**config.mk**
```make
export PLATFORM = sky130hd
export DESIGN_NAME = bp_be_late_wb_arb
export DESIGN_NICKNAME = d
export VERILOG_FILES = /design/src/rtl/bp_be_pkg.sv /design/src/rtl/bp_be_late_wb_fifo.sv /design/src/rtl/bp_be_late_wb_arb.sv
export SDC_FILE = /design/constraint.sdc
export NUM_CORES = 1
export LEC_CHECK = 0
export BUFFER_PORTS_ARGS = -buffer_cell sky130_fd_sc_hd__clkbuf_2
export CAP_MARGIN = 20
export CORE_ASPECT_RATIO = 0.9
export CORE_MARGIN = 2
export CORE_UTILIZATION = 30
export CTS_CLUSTER_SIZE = 20
export DETAILED_ROUTE_END_ITERATION = 10
export GPL_ROUTABILITY_DRIVEN = 0
export SLEW_MARGIN = 0
export SYNTH_ARGS = -nofsm -noshare
export SYNTH_HDL_FRONTEND = slang
export SYNTH_SLANG_ARGS = --single-unit
```
**constraint.sdc**
```tcl
create_clock -name clk_i -period 10.1 [get_ports clk_i]
set_input_delay 1.01 -clock clk_i [delete_from_list [all_inputs] [get_ports clk_i]]
set_output_delay 1.01 -clock clk_i [all_outputs]
set_load 0.1 [all_outputs]
```
**src/rtl/bp_be_pkg.sv**
```systemverilog
// Shared types for the backend late-writeback path: the entry layout carried
// through the per-source buffers and the round-robin pointer encoding.

`define BP_BE_DECLARE_LATE_WB_ENTRY_S(data_width_mp, reg_addr_width_mp) \
    typedef struct packed {                                             \
        logic                         float;                            \
        logic [reg_addr_width_mp-1:0] rd_addr;                          \
        logic [data_width_mp-1:0]     data;                             \
    } bp_be_late_wb_entry_s

`define BP_BE_LATE_WB_ENTRY_WIDTH(data_width_mp, reg_addr_width_mp) \
    (1 + (reg_addr_width_mp) + (data_width_mp))

package bp_be_pkg;

    localparam int unsigned bp_be_num_src_lp  = 2;
    localparam int unsigned bp_be_num_port_lp = 2;

    // Source indices into the per-source arrays
    localparam int unsigned bp_be_src_mem_lp  = 0;
    localparam int unsigned bp_be_src_long_lp = 1;

    typedef enum logic {
        e_rr_mem  = 1'b0,
        e_rr_long = 1'b1
    } bp_be_rr_e;

    // Only a contended fire moves the pointer, and it moves toward the loser.
    function automatic bp_be_rr_e bp_be_rr_next(
        input bp_be_rr_e rr,
        input logic      fire,
        input logic      contended,
        input logic      mem_won
    );
        if (fire && contended) begin
            return mem_won ? e_rr_long : e_rr_mem;
        end
        return rr;
    endfunction

endpackage

```
**src/rtl/bp_be_late_wb_fifo.sv**
```systemverilog
// In-order 1r1w buffer for one late-writeback source. The head is read
// straight from storage, so an entry written at an edge is visible next cycle.

module bp_be_late_wb_fifo
    import bp_be_pkg::*;
#(
    parameter int unsigned width_p = 70,
    parameter int unsigned els_p   = 2,
    localparam int unsigned ptr_width_lp = $clog2(els_p),
    localparam int unsigned cnt_width_lp = $clog2(els_p + 1)
) (
    input  logic                    clk_i,
    input  logic                    reset_n_i,
    input  logic                    v_i,
    input  logic [width_p-1:0]      data_i,
    input  logic                    yumi_i,
    output logic                    v_o,
    output logic [width_p-1:0]      data_o,
    output logic                    full_o,
    output logic                    empty_o,
    output logic [cnt_width_lp-1:0] count_o
);

    logic [ptr_width_lp-1:0] rd_ptr_q, rd_ptr_d;
    logic [ptr_width_lp-1:0] wr_ptr_q, wr_ptr_d;
    logic [cnt_width_lp-1:0] count_q, count_d;
    logic [width_p-1:0]      mem_q [els_p];

    // Depth is a power of two, so pointer increments wrap on their own.
    always_comb begin
        rd_ptr_d = rd_ptr_q;
        wr_ptr_d = wr_ptr_q;
        count_d  = count_q;
        if (v_i) begin
            wr_ptr_d = wr_ptr_q + 1'b1;
        end
        if (yumi_i) begin
            rd_ptr_d = rd_ptr_q + 1'b1;
        end
        unique case ({v_i, yumi_i})
            2'b10:   count_d = count_q + 1'b1;
            2'b01:   count_d = count_q - 1'b1;
            default: count_d = count_q;
        endcase
    end

    always_ff @(posedge clk_i or negedge reset_n_i) begin
        if (!reset_n_i) begin
            rd_ptr_q <= '0;
            wr_ptr_q <= '0;
            count_q  <= '0;
        end else begin
            rd_ptr_q <= rd_ptr_d;
            wr_ptr_q <= wr_ptr_d;
            count_q  <= count_d;
        end
    end

    always_ff @(posedge clk_i) begin
        if (v_i) begin
            mem_q[wr_ptr_q] <= data_i;
        end
    end

    assign empty_o = (count_q == '0);
    assign full_o  = (count_q == cnt_width_lp'(els_p));
    assign v_o     = ~empty_o;
    assign data_o  = mem_q[rd_ptr_q];
    assign count_o = count_q;

    always @(posedge clk_i) begin
        if (reset_n_i) begin
            assert (!(v_i && full_o));
            assert (!(yumi_i && empty_o));
        end
    end

endmodule

```
**src/rtl/bp_be_late_wb_arb.sv**
```systemverilog
// Late-writeback collector: buffers the memory pipe and the long-latency pipe
// separately and steers each head to the integer or FP regfile late port.

module bp_be_late_wb_arb
    import bp_be_pkg::*;
#(
    parameter int unsigned data_width_p     = 64,
    parameter int unsigned reg_addr_width_p = 5,
    parameter int unsigned fifo_els_p       = 2
) (
    input  logic                        clk_i,
    input  logic                        reset_n_i,

    input  logic                        mem_v_i,
    input  logic                        mem_float_i,
    input  logic [reg_addr_width_p-1:0] mem_rd_addr_i,
    input  logic [data_width_p-1:0]     mem_data_i,
    output logic                        mem_yumi_o,

    input  logic                        long_v_i,
    input  logic                        long_float_i,
    input  logic [reg_addr_width_p-1:0] long_rd_addr_i,
    input  logic [data_width_p-1:0]     long_data_i,
    output logic                        long_ready_o,

    output logic                        iwb_v_o,
    output logic [reg_addr_width_p-1:0] iwb_rd_addr_o,
    output logic [data_width_p-1:0]     iwb_data_o,
    input  logic                        iwb_ready_i,

    output logic                        fwb_v_o,
    output logic [reg_addr_width_p-1:0] fwb_rd_addr_o,
    output logic [data_width_p-1:0]     fwb_data_o,
    input  logic                        fwb_ready_i,

    output logic                        empty_o
);

    `BP_BE_DECLARE_LATE_WB_ENTRY_S(data_width_p, reg_addr_width_p);

    localparam int unsigned entry_width_lp = `BP_BE_LATE_WB_ENTRY_WIDTH(data_width_p, reg_addr_width_p);
    localparam int unsigned cnt_width_lp   = $clog2(fifo_els_p + 1);

    // Per-source arrays: index 0 = memory pipe, 1 = long-latency pipe
    logic [bp_be_num_src_lp-1:0]                   enq, deq, head_v, full, fifo_empty;
    logic [bp_be_num_src_lp-1:0][cnt_width_lp-1:0] count;
    bp_be_late_wb_entry_s [bp_be_num_src_lp-1:0]   wr_entry, head_entry;

    // Per-port arrays: index 0 = integer, 1 = FP; inner index is the source
    logic [bp_be_num_port_lp-1:0][bp_be_num_src_lp-1:0] cand, grant;
    logic [bp_be_num_port_lp-1:0]                       port_v, port_ready, fire;
    bp_be_late_wb_entry_s [bp_be_num_port_lp-1:0]       port_entry;
    bp_be_rr_e                                          rr_q [bp_be_num_port_lp];
    bp_be_rr_e                                          rr_d [bp_be_num_port_lp];

    assign mem_yumi_o   = mem_v_i & ~full[bp_be_src_mem_lp] & reset_n_i;
    assign long_ready_o = ~full[bp_be_src_long_lp] & reset_n_i;

    assign enq[bp_be_src_mem_lp]  = mem_yumi_o;
    assign enq[bp_be_src_long_lp] = long_v_i & long_ready_o;

    assign wr_entry[bp_be_src_mem_lp] = '{
        float:   mem_float_i,
        rd_addr: mem_rd_addr_i,
        data:    mem_data_i
    };
    assign wr_entry[bp_be_src_long_lp] = '{
        float:   long_float_i,
        rd_addr: long_rd_addr_i,
        data:    long_data_i
    };

    genvar gi;
    generate
        for (gi = 0; gi < bp_be_num_src_lp; gi++) begin : g_src
            bp_be_late_wb_fifo #(
                .width_p (entry_width_lp),
                .els_p   (fifo_els_p)
            ) u_fifo (
                .clk_i     (clk_i),
                .reset_n_i (reset_n_i),
                .v_i       (enq[gi]),
                .data_i    (wr_entry[gi]),
                .yumi_i    (deq[gi]),
                .v_o       (head_v[gi]),
                .data_o    (head_entry[gi]),
                .full_o    (full[gi]),
                .empty_o   (fifo_empty[gi]),
                .count_o   (count[gi])
            );

            // A head leaves only through the port its float flag selects.
            assign deq[gi] = (fire[0] & grant[0][gi]) | (fire[1] & grant[1][gi]);

            always @(posedge clk_i) begin
                if (reset_n_i) begin
                    assert (count[gi] <= cnt_width_lp'(fifo_els_p));
                end
            end
        end

        for (gi = 0; gi < bp_be_num_port_lp; gi++) begin : g_port
            localparam logic port_is_fp_lp = (gi == 1);

            assign cand[gi][0] = head_v[0] & (head_entry[0].float == port_is_fp_lp);
            assign cand[gi][1] = head_v[1] & (head_entry[1].float == port_is_fp_lp);

            assign grant[gi][0] = cand[gi][0] & (~cand[gi][1] | (rr_q[gi] == e_rr_mem));
            assign grant[gi][1] = cand[gi][1] & (~cand[gi][0] | (rr_q[gi] == e_rr_long));

            assign port_v[gi]     = |cand[gi];
            assign fire[gi]       = port_v[gi] & port_ready[gi];
            assign port_entry[gi] = grant[gi][0] ? head_entry[0]
                                  : grant[gi][1] ? head_entry[1]
                                  : '0;

            always @(posedge clk_i) begin
                if (reset_n_i) begin
                    assert (!(grant[gi][0] && grant[gi][1]));
                end
            end
        end
    endgenerate

    assign port_ready = {fwb_ready_i, iwb_ready_i};

    always_comb begin
        for (int p = 0; p < bp_be_num_port_lp; p++) begin
            rr_d[p] = bp_be_rr_next(rr_q[p], fire[p], &cand[p], grant[p][0]);
        end
    end

    always_ff @(posedge clk_i or negedge reset_n_i) begin
        if (!reset_n_i) begin
            for (int p = 0; p < bp_be_num_port_lp; p++) begin
                rr_q[p] <= e_rr_mem;
            end
        end else begin
            for (int p = 0; p < bp_be_num_port_lp; p++) begin
                rr_q[p] <= rr_d[p];
            end
        end
    end

    assign iwb_v_o       = port_v[0];
    assign iwb_rd_addr_o = port_entry[0].rd_addr;
    assign iwb_data_o    = port_entry[0].data;

    assign fwb_v_o       = port_v[1];
    assign fwb_rd_addr_o = port_entry[1].rd_addr;
    assign fwb_data_o    = port_entry[1].data;

    assign empty_o = &fifo_empty;

endmodule
```
# Word-level counts from Yosys, hierarchy flattened
# Memories as Yosys holds them, arrays and structs flattened.
# Cells that the tools add are included.
# W data, S select, Z words.
# word_totals
wordCells	87
register_bits	10
out_inout_bits	143
mem_count	2
mem_bits_rw	280
input_bits	146
# mem_list
name	depth	width	rd	rd_clocked_by_memory_dff	write_ports	line_no	rtl
g_src[0].u_fifo.mem_q	2	70	1	0	1	bp_be_late_wb_fifo.sv:27	logic [width_p-1:0] mem_q [els_p];
g_src[1].u_fifo.mem_q	2	70	1	0	1	bp_be_late_wb_fifo.sv:27	
# classes
eq_ne	6
mux	16
reduce_logical	11
n_addsub	8
bitwise_logic	36
# ops
op	count
$mux W69	4
$and A1 B1 Y1	18
$not A1 Y1	12
$mux W1	10
$eq A2 B2 Y1 const B	4
$pmux W2 S2	2
$or A1 B1 Y1	6
$reduce_and A2 Y1	3
$add A1 B1 Y1 const B	4
$add A2 B1 Y2 const B	2
$eq A2 B1 Y1 const B	2
$logic_not A2 Y1	2
$reduce_bool A2 Y1	2
$reduce_or A2 Y1	2
$sub A2 B1 Y2 const B	2
$logic_and A1 B1 Y1	2

# Longest topological paths before layout
# Gate-level depths: netlist of run 1.
# depth
depth_word	10
mapped_depth	8
ltp_nobuf	7

# Hierarchy
# Synthesis of run 1 repeated with hierarchy kept, for this count alone.
# hier_totals
hier_cells	664
area_unflattened_um2	12806.0
# by_module_without_submodules
module	cells_each	n_inst	area_each_um2	seq_area_each_um2
bp_be_late_wb_fifo	235	2	5592.9	4304.1
bp_be_late_wb_arb	194	1	1620.3	50.0

# Least setup slack after synthesis of run 1
# No wires, ideal clock.
# synth_path
path_type	in2reg
startpoint	in reset_n_i
endpoint	mem g_src[1].u_fifo.mem_q[0][0] (enable)
required_time_ns	9.602
path_buffers	0
setup_slack_ns	2.849
setup_ns	0.498
path_stages	3
arrival_time_ns	6.753
path_cell_list	a21boi_0 -> nand2_1 -> nor2_1
# synth_between
elab_chain_cells	4
# synth_rtl
item	line_no	rtl
start, declared	bp_be_late_wb_arb.sv:12	input logic reset_n_i,
$and A1 B1 Y1	bp_be_late_wb_arb.sv:57	assign long_ready_o = ~full[bp_be_src_long_lp] & reset_n_i;
$and A1 B1 Y1	bp_be_late_wb_arb.sv:60	assign enq[bp_be_src_long_lp] = long_v_i & long_ready_o;
$mux W1	bp_be_late_wb_fifo.sv:60	if (v_i) begin
$mux W1 (not written as such)	bp_be_late_wb_fifo.sv:61	mem_q[wr_ptr_q] <= data_i;
end, declared	bp_be_late_wb_fifo.sv:27	
# No other way between the ends.

# Worst setup path in the final report of run 1
# layout_path
startpoint	reg g_src[0].u_fifo.rd_ptr_q
endpoint	out fwb_data_o[3]
# layout_between
elab_chain_cells	7
word_cells_on_any_way	8
cone_classes	mux (2); bitwise (5); memory (1)
# layout_rtl
item	line_no	rtl
start, declared	bp_be_late_wb_fifo.sv:24	logic [ptr_width_lp-1:0] rd_ptr_q, rd_ptr_d;
start signal, assigned	bp_be_late_wb_fifo.sv:53	rd_ptr_q <= rd_ptr_d;
$mem_v2 Z2 W70 *	n/a	
$and A1 B1 Y1	bp_be_late_wb_arb.sv:105	assign cand[gi][0] = head_v[0] & (head_entry[0].float == port_is_fp_lp);
$not A1 Y1	bp_be_late_wb_arb.sv:109	assign grant[gi][1] = cand[gi][1] & (~cand[gi][0] | (rr_q[gi] == e_rr_long));
$or A1 B1 Y1	bp_be_late_wb_arb.sv:109	
$and A1 B1 Y1	bp_be_late_wb_arb.sv:109	
$mux W69	bp_be_late_wb_arb.sv:114	: grant[gi][1] ? head_entry[1]
$mux W69 *	bp_be_late_wb_arb.sv:113	assign port_entry[gi] = grant[gi][0] ? head_entry[0]
end, declared	bp_be_late_wb_arb.sv:33	output logic [data_width_p-1:0] fwb_data_o,
# Every way passes the cells marked *; elsewhere a longest branch is shown, timed or not.

==> out/qor.yml, run 1 <==
die:
  boundaryPins: 289
  fp.dieW_um: 210.9
  coreArea_um2: 38200
  dieHeight_um: 190.2
  die_area_um2: 40100
  initial_utilization_pct: 30.25
  rows: 68
yosys:
  synth_mux_area_share_pct: 12.26
  ys_async_sr_fraction_pct: 3.448
  yosysSeqAreaShare_pct: 74.93
  synth_cell_types: 37
  syn_area_um2: 11550
  ys_ff_latch: 290
  synth-simple-area-share_pct: 1.137
  netlist_instances: 662
  synth_ff_type: "edfxtp_1"
  synth_edf_count: 280
  synth_nets: 810
  synth_compound_area_share_pct: 8.511
  avgSynthCellArea_um2: 17.45
  synth_top_family_by_area: "multiplexers"
  synth_xor_area_share_pct: 0.9096
  yosysWarnings: 0
  synth_fa_ha_area_share_pct: 0.2166
grt:
  antenna_found_initial: 1
  grt_pass1_wl_um: 43510
  grt_pass1_vias: 7328
  grtUsageTotal_pct: 14.54
  grt-ovfl-total: 0
  grt_max_degree: 71
sta:
  rsz0062_at_grt: "false"
  hold_viol: 0
  slew_headroom_pct: 34.53
  tightest_slew_ps: 981.5
  setup-violations-final: 0
  tns_ps: 0
  fin_worst_skew_ps: 15.63
  max_freq_mhz: 209.2
  period_needed_ps: 4781
  slew_viol_final: 0
  fin_crit_sh_pct: 47.33
worst_hold_path:
  hold_path.class: "in -> async"
clocking:
  cts-root-buf: "clkbuf_16"
  cts_tree: "yes"
  cts_buffers: 34
  htree_levels: 2
  cts_buffer_depth: 3
  post_cts_buffers: 0
  post_cts_resized: 0
  clk_latency_ps: 520
  clk_pin_slew_ps: 60
  ctsHoldBuffers: 0
  cts_sinks: 290
detailed_routing:
  ant_nets: 0
  drt_iter0_drc: 342
  firstDrtPassIters: 5
  via_per_inst: 4.870
  routedWlPerCell_um: 20.25
  drc_errors: 0
  dr_total_vias: 7145
  finalWirelength_um: 29700
place:
  place.port_buffers: 288
  dp_hpwl_um: 18540
setup_path:
  endpoint_kind: "output port"
  r2r-start: "g_src[0].u_fifo.rd_ptr_q$_DFFE_PN0N_"
  cp.arrival_ps: 3770
  worstPathRequired_ps: 9090
  cp-startpoint: "g_src[0].u_fifo.rd_ptr_q$_DFFE_PN0N_"
  path_class: "reg -> out"
  worstSetupStartpointType: "register"
  crit_fanout: 46
layout:
  drive_above_1_share_pct: 38.22
  fin_nets: 1098
  syn2layout_area_growth_pct: 27.04
run_status:
  status: "complete, no violations"
job:
  max-cap-violations: 0
synthesized netlist by cell type, types with 2 or more instances:
master,count,area (um^2)
clkbuf_1,15,56.30
buf_2,20,100.1
edfxtp_1,280,8408
buf_6,3,33.78
dfrtp_1,10,250.2
mux2i_1,139,1391
inv_1,3,11.26
nor2_1,7,26.28
a32o_1,2,20.02
o22ai_2,10,125.1
ha_1,2,25.02
nand3b_1,2,15.01
buf_1,5,18.77
xnor2_1,9,78.83
buf_4,2,15.01
nand2_1,3,11.26
o22ai_1,128,800.8
xor2_1,3,26.28
cells in the final DEF (no fill, tap or decap), types with 2 or more instances in the layout:
cell / count
o22ai_2: 10
clkbuf_1: 5
nand3b_1: 2
nor2_1: 5
o22ai_1: 128
dfrtp_4: 2
bufinv_16: 2
clkbuf_2: 288
xor2_1: 3
buf_4: 6
nor2_4: 2
buf_16: 3
clkinv_1: 5
edfxtp_1: 280
dfrtp_1: 8
ha_1: 2
inv_6: 3
nand2_4: 2
clkbuf_16: 37
a32o_1: 2
inv_1: 3
nand2_1: 2
xnor2_1: 9
mux2i_1: 139
clkinv_2: 8
per-stage QoR:
stage	worst slack (ps)	utilization [%]	hold WS (ps)	cell area (um^2)	instances
final	5319	38.43	383.6	14680	1467
after floorplan	2849	-	460.3	11550	662
after CTS	5248	38.20	357.9	14590	1463
after detailed placement	5821	35.31	489.9	13490	1401
after global routing	5152	38.42	373.5	14680	1466
after global placement	5923	35.31	488.3	13490	1401
final cells by class:
type	instances	area [um^2]
Tap cell	490	613.1
Inverter	3	11.26
Clock inverter	20	161.4
Multi-Input combinational cell	324	2711
Antenna cell	1	2.502
Fill cell	3585	23520
Clock buffer	42	944.7
Timing Repair Buffer	297	1569
Sequential cell	290	8666
worst max-delay path, stage by stage (launching register included):
cell and delay, ps:
dfrtp_4 660, mux2i_2 260, or2_1 310, o21ai_4 660, buf_4 660, o22ai_1 210, clkbuf_2 430
sequential cells by signal, summed over array words and instances (netlist names):
signal and cells:
g_src.u_fifo.count_o 4, g_src.u_fifo.mem_q 280, g_src.u_fifo.rd_ptr_q 2, g_src.u_fifo.wr_ptr_q 2, rr_q 2
path summary, 6_finish.rpt:
check                                                         end  slack [ps]  depth (start not counted)
setup reg to reg           g_src[1].u_fifo.count_o[1]$_DFFE_PN0P_        7520                          7
hold reg to reg                               rr_q[1]$_DFFE_PN0P_         510                          1
hold / removal               g_src[0].u_fifo.wr_ptr_q$_DFFE_PN0N_         380                          1
max in group asynchronous    g_src[0].u_fifo.rd_ptr_q$_DFFE_PN0N_        9420                          1
min in group clk_i                            rr_q[1]$_DFFE_PN0P_         510                          1
setup / recovery                                    fwb_data_o[3]        5320                          6
kinds of logic (layout without fill, tap and decap cells):
family,count (synthesis),after routing
other cells,0,1
compound gates,145,145
fa+ha+maj,2,2
xor+xnor,12,12
buf+inv,48,362
flops,290,290
mux,141,141
simple gates,24,24
per-layer routing:
layer,wire (um),GRT usage [%],share of wire [%]
met1,12480,17.77,42
met3,2654,5.084,8.9
met2,13860,24.17,47
met4,702,4.550,2.4
met5,0,0,0
Power of run 1 is not shown: default switching activity piles up to over one toggle a cycle in this logic, so the estimate is an artifact.
==> run 2, diff against run 1 <==
==> constraint.sdc (replaced) <==
create_clock -name clk_i -period 4.1 [get_ports clk_i]
set_input_delay 0.41 -clock clk_i [delete_from_list [all_inputs] [get_ports clk_i]]
set_output_delay 0.41 -clock clk_i [all_outputs]
set_load 0.1 [all_outputs]
==> out/qor.yml, run 2 (synthesis results as in run 1) <==
sta:
  fin_crit_sh_pct: 94.20
  period_needed_ps: 3862
  rsz0062_at_grt: "false"  # unchanged
  hold_slack_ps: 41.45  # was 383.6 ps
  setup-violations-final: 0  # unchanged
  max_freq_mhz: 258.9
  slew_headroom_pct: 33.70  # was 34.53%
  tns_ps: 0  # unchanged
  slew_viol_final: 0  # unchanged
  tightest_slew_ps: 994.5  # was 981.5 ps
  fin_worst_skew_ps: 8.372  # was 15.63 ps
  hold_viol: 0  # unchanged
detailed_routing:
  firstDrtPassIters: 4  # was 5
  wl_met1_um: 12600  # was 12,480 um
  drc_errors: 0  # unchanged
  finalWirelength_um: 29520  # was 29,700 um
  ant_nets: 0  # unchanged
  drt_iter0_drc: 289  # was 342
  highest-signal-layer: "met5"  # was met4
  wl_met3_um: 2149  # was 2654 um
  via_per_inst: 4.871  # was 4.870
  dr_total_vias: 7248  # was 7,145
  routedWlPerCell_um: 19.84  # was 20.25 um
  wl_met2_um: 14150  # was 13,860 um
setup_path:
  crit_chain: "mux2_2, nor2_2, nand2_4, o22ai_1, clkbuf_2"  # was mux2i_2, or2_1, o21ai_4, buf_4, o22ai_1, clkbuf_2
  slowest_delay_ps: 760  # was 660 ps
  setup.worst_path.end: "iwb_data_o[32]"  # was fwb_data_o[3]
  worst-r2r-setup-slack_ps: 1790  # was 7520 ps
  ff2ff_path_depth: 6  # was 7
  worstSetupStartpointType: "register"  # unchanged
  crit_buf_inv: 1  # was 2
  crit_fanout: 69  # was 46
  crit_family: "flip-flops"  # was buffers and inverters
  crit_slowest_cell: "dfrtp_4"  # unchanged
  cp.depth: 5  # was 6
  path_class: "reg -> out"  # unchanged
  cp-startpoint: "g_src[1].u_fifo.rd_ptr_q$_DFFE_PN0P_"  # was g_src[0].u_fifo.rd_ptr_q$_DFFE_PN0N_
  worstPathRequired_ps: 3690  # was 9090 ps
  r2r-end: "g_src[0].u_fifo.count_o[1]$_DFFE_PN0P_"  # was g_src[1].u_fifo.count_o[1]$_DFFE_PN0P_
  cp.arrival_ps: 3450  # was 3770 ps
  endpoint_kind: "output port"  # unchanged
  r2r-start: "g_src[1].u_fifo.rd_ptr_q$_DFFE_PN0P_"  # was g_src[0].u_fifo.rd_ptr_q$_DFFE_PN0N_
layout:
  fin_nets: 1123  # was 1,098
  multi_input_comb_area_um2: 2711  # unchanged
  n_fill_cell: 3591  # was 3,585
  fin_util_pct: 38.78  # was 38.43%
  layout_commonest_cell: "clkbuf_2"  # unchanged
  regArea_um2: 8666  # unchanged
  regMostFlops: "g_src.u_fifo.mem_q"  # unchanged
  largest_reg_flops: 280  # unchanged
  fin_area_um2: 14820  # was 14,680 um^2
  syn2layout_area_growth_pct: 28.22  # was 27.04%
  drive_above_1_share_pct: 36.35  # was 38.22%
  final_cell_mix: "clkbuf_2, edfxtp_1, mux2i_1"  # unchanged
clocking:
  cts_tree: "yes"  # unchanged
  htree_levels: 1  # was 2
  cts-root-buf: "clkbuf_16"  # unchanged
  cts_buffer_depth: 3  # unchanged
  clk_pin_slew_ps: 60  # about the same
  cts_sinks: 290  # unchanged
  post_cts_resized: 0  # unchanged
  clk_latency_ps: 550  # was 520 ps
  cts_buffers: 31  # was 34
place:
  dpl_cell_area_um2: 13610  # was 13,490 um^2
  dp_hpwl_um: 19000  # was 18,540 um
  place.port_buffers: 288  # unchanged
die:
  dieHeight_um: 190.2  # unchanged
  initial_utilization_pct: 30.25  # unchanged
  boundaryPins: 289  # unchanged
  die_area_um2: 40100  # unchanged
  rows: 68  # unchanged
  coreArea_um2: 38200  # unchanged
  fp.dieW_um: 210.9  # unchanged
run_status:
  status: "complete, no violations"  # unchanged
grt:
  grtUsageTotal_pct: 14.30  # was 14.54%
  grt_pass1_vias: 7368  # was 7,328
  grt-ovfl-total: 0  # unchanged
  antenna_found_initial: 3  # was 1
  grt_pass1_wl_um: 43270  # was 43,510 um
  grt_max_degree: 71  # unchanged
job:
  max-cap-violations: 0  # unchanged
worst_hold_path:
  hold_path.class: "in -> reg"  # was in -> async
  holdPathStages: 1
==> run 2: cell count changes in the layout (fill, tap and decap cells not counted), moves of 2 or more <==
cell           change
clkinv_2           -5
buf_12             +3
buf_4              +6
clkbuf_2           -7
inv_6              -2
clkinv_1           +4
dlygate4sd3_1     +26
clkbuf_16          -6
==> run 2: how the worst min path moves through the flow <==
stage                                              to            start
2_1_floorplan  g_src[0].u_fifo.count_o[0]$_DFFE_PN0P_        reset_n_i
3_3_place_gp     g_src[0].u_fifo.wr_ptr_q$_DFFE_PN0N_        reset_n_i
3_5_place_dp     g_src[0].u_fifo.wr_ptr_q$_DFFE_PN0N_        reset_n_i
4_1_cts        g_src[0].u_fifo.mem_q[0][60]$_DFFE_PP_   mem_data_i[60]
5_1_grt         g_src[0].u_fifo.mem_q[0][6]$_DFFE_PP_    mem_data_i[6]
6_report       g_src[1].u_fifo.mem_q[1][45]$_DFFE_PP_  long_data_i[45]
==> run 2: layout make-up <==
| type | count | area share, % |
|---|---|---|
| Tap cell | 490 | 4.138 |
| Antenna cell | 2 | 0.03378 |
| Inverter | 3 | 0.07601 |
| Sequential cell | 290 | 58.49 |
| Multi-Input combinational cell | 324 | 18.30 |
| Timing Repair Buffer | 325 | 12.82 |
| Clock buffer | 37 | 5.388 |
| Clock inverter | 17 | 0.7516 |
==> run 2: metal layers <==
metal / track usage (%) / vias to the layer above
li1: - / 3342
met5: 0 / -
met4: 3.467 / 2
met3: 4.308 / 35
met2: 24.16 / 247
met1: 18.01 / 3622
==> run 2: repair_timing <==
item,4_1_cts,5_1_grt
hold buffers,26,0
hold endpoints to repair,57,0
buffers inserted,0,0
==> run 2: metrics by stage <==
step | setup slack (ps) | instances
after floorplan | 40.01 | 662
after global placement | 803.8 | 1403
after detailed placement | 759.4 | 1405
after CTS | 166.8 | 1485
after global routing | 42.69 | 1486
final | 237.6 | 1488
Power of run 2 is left out for the same reason.
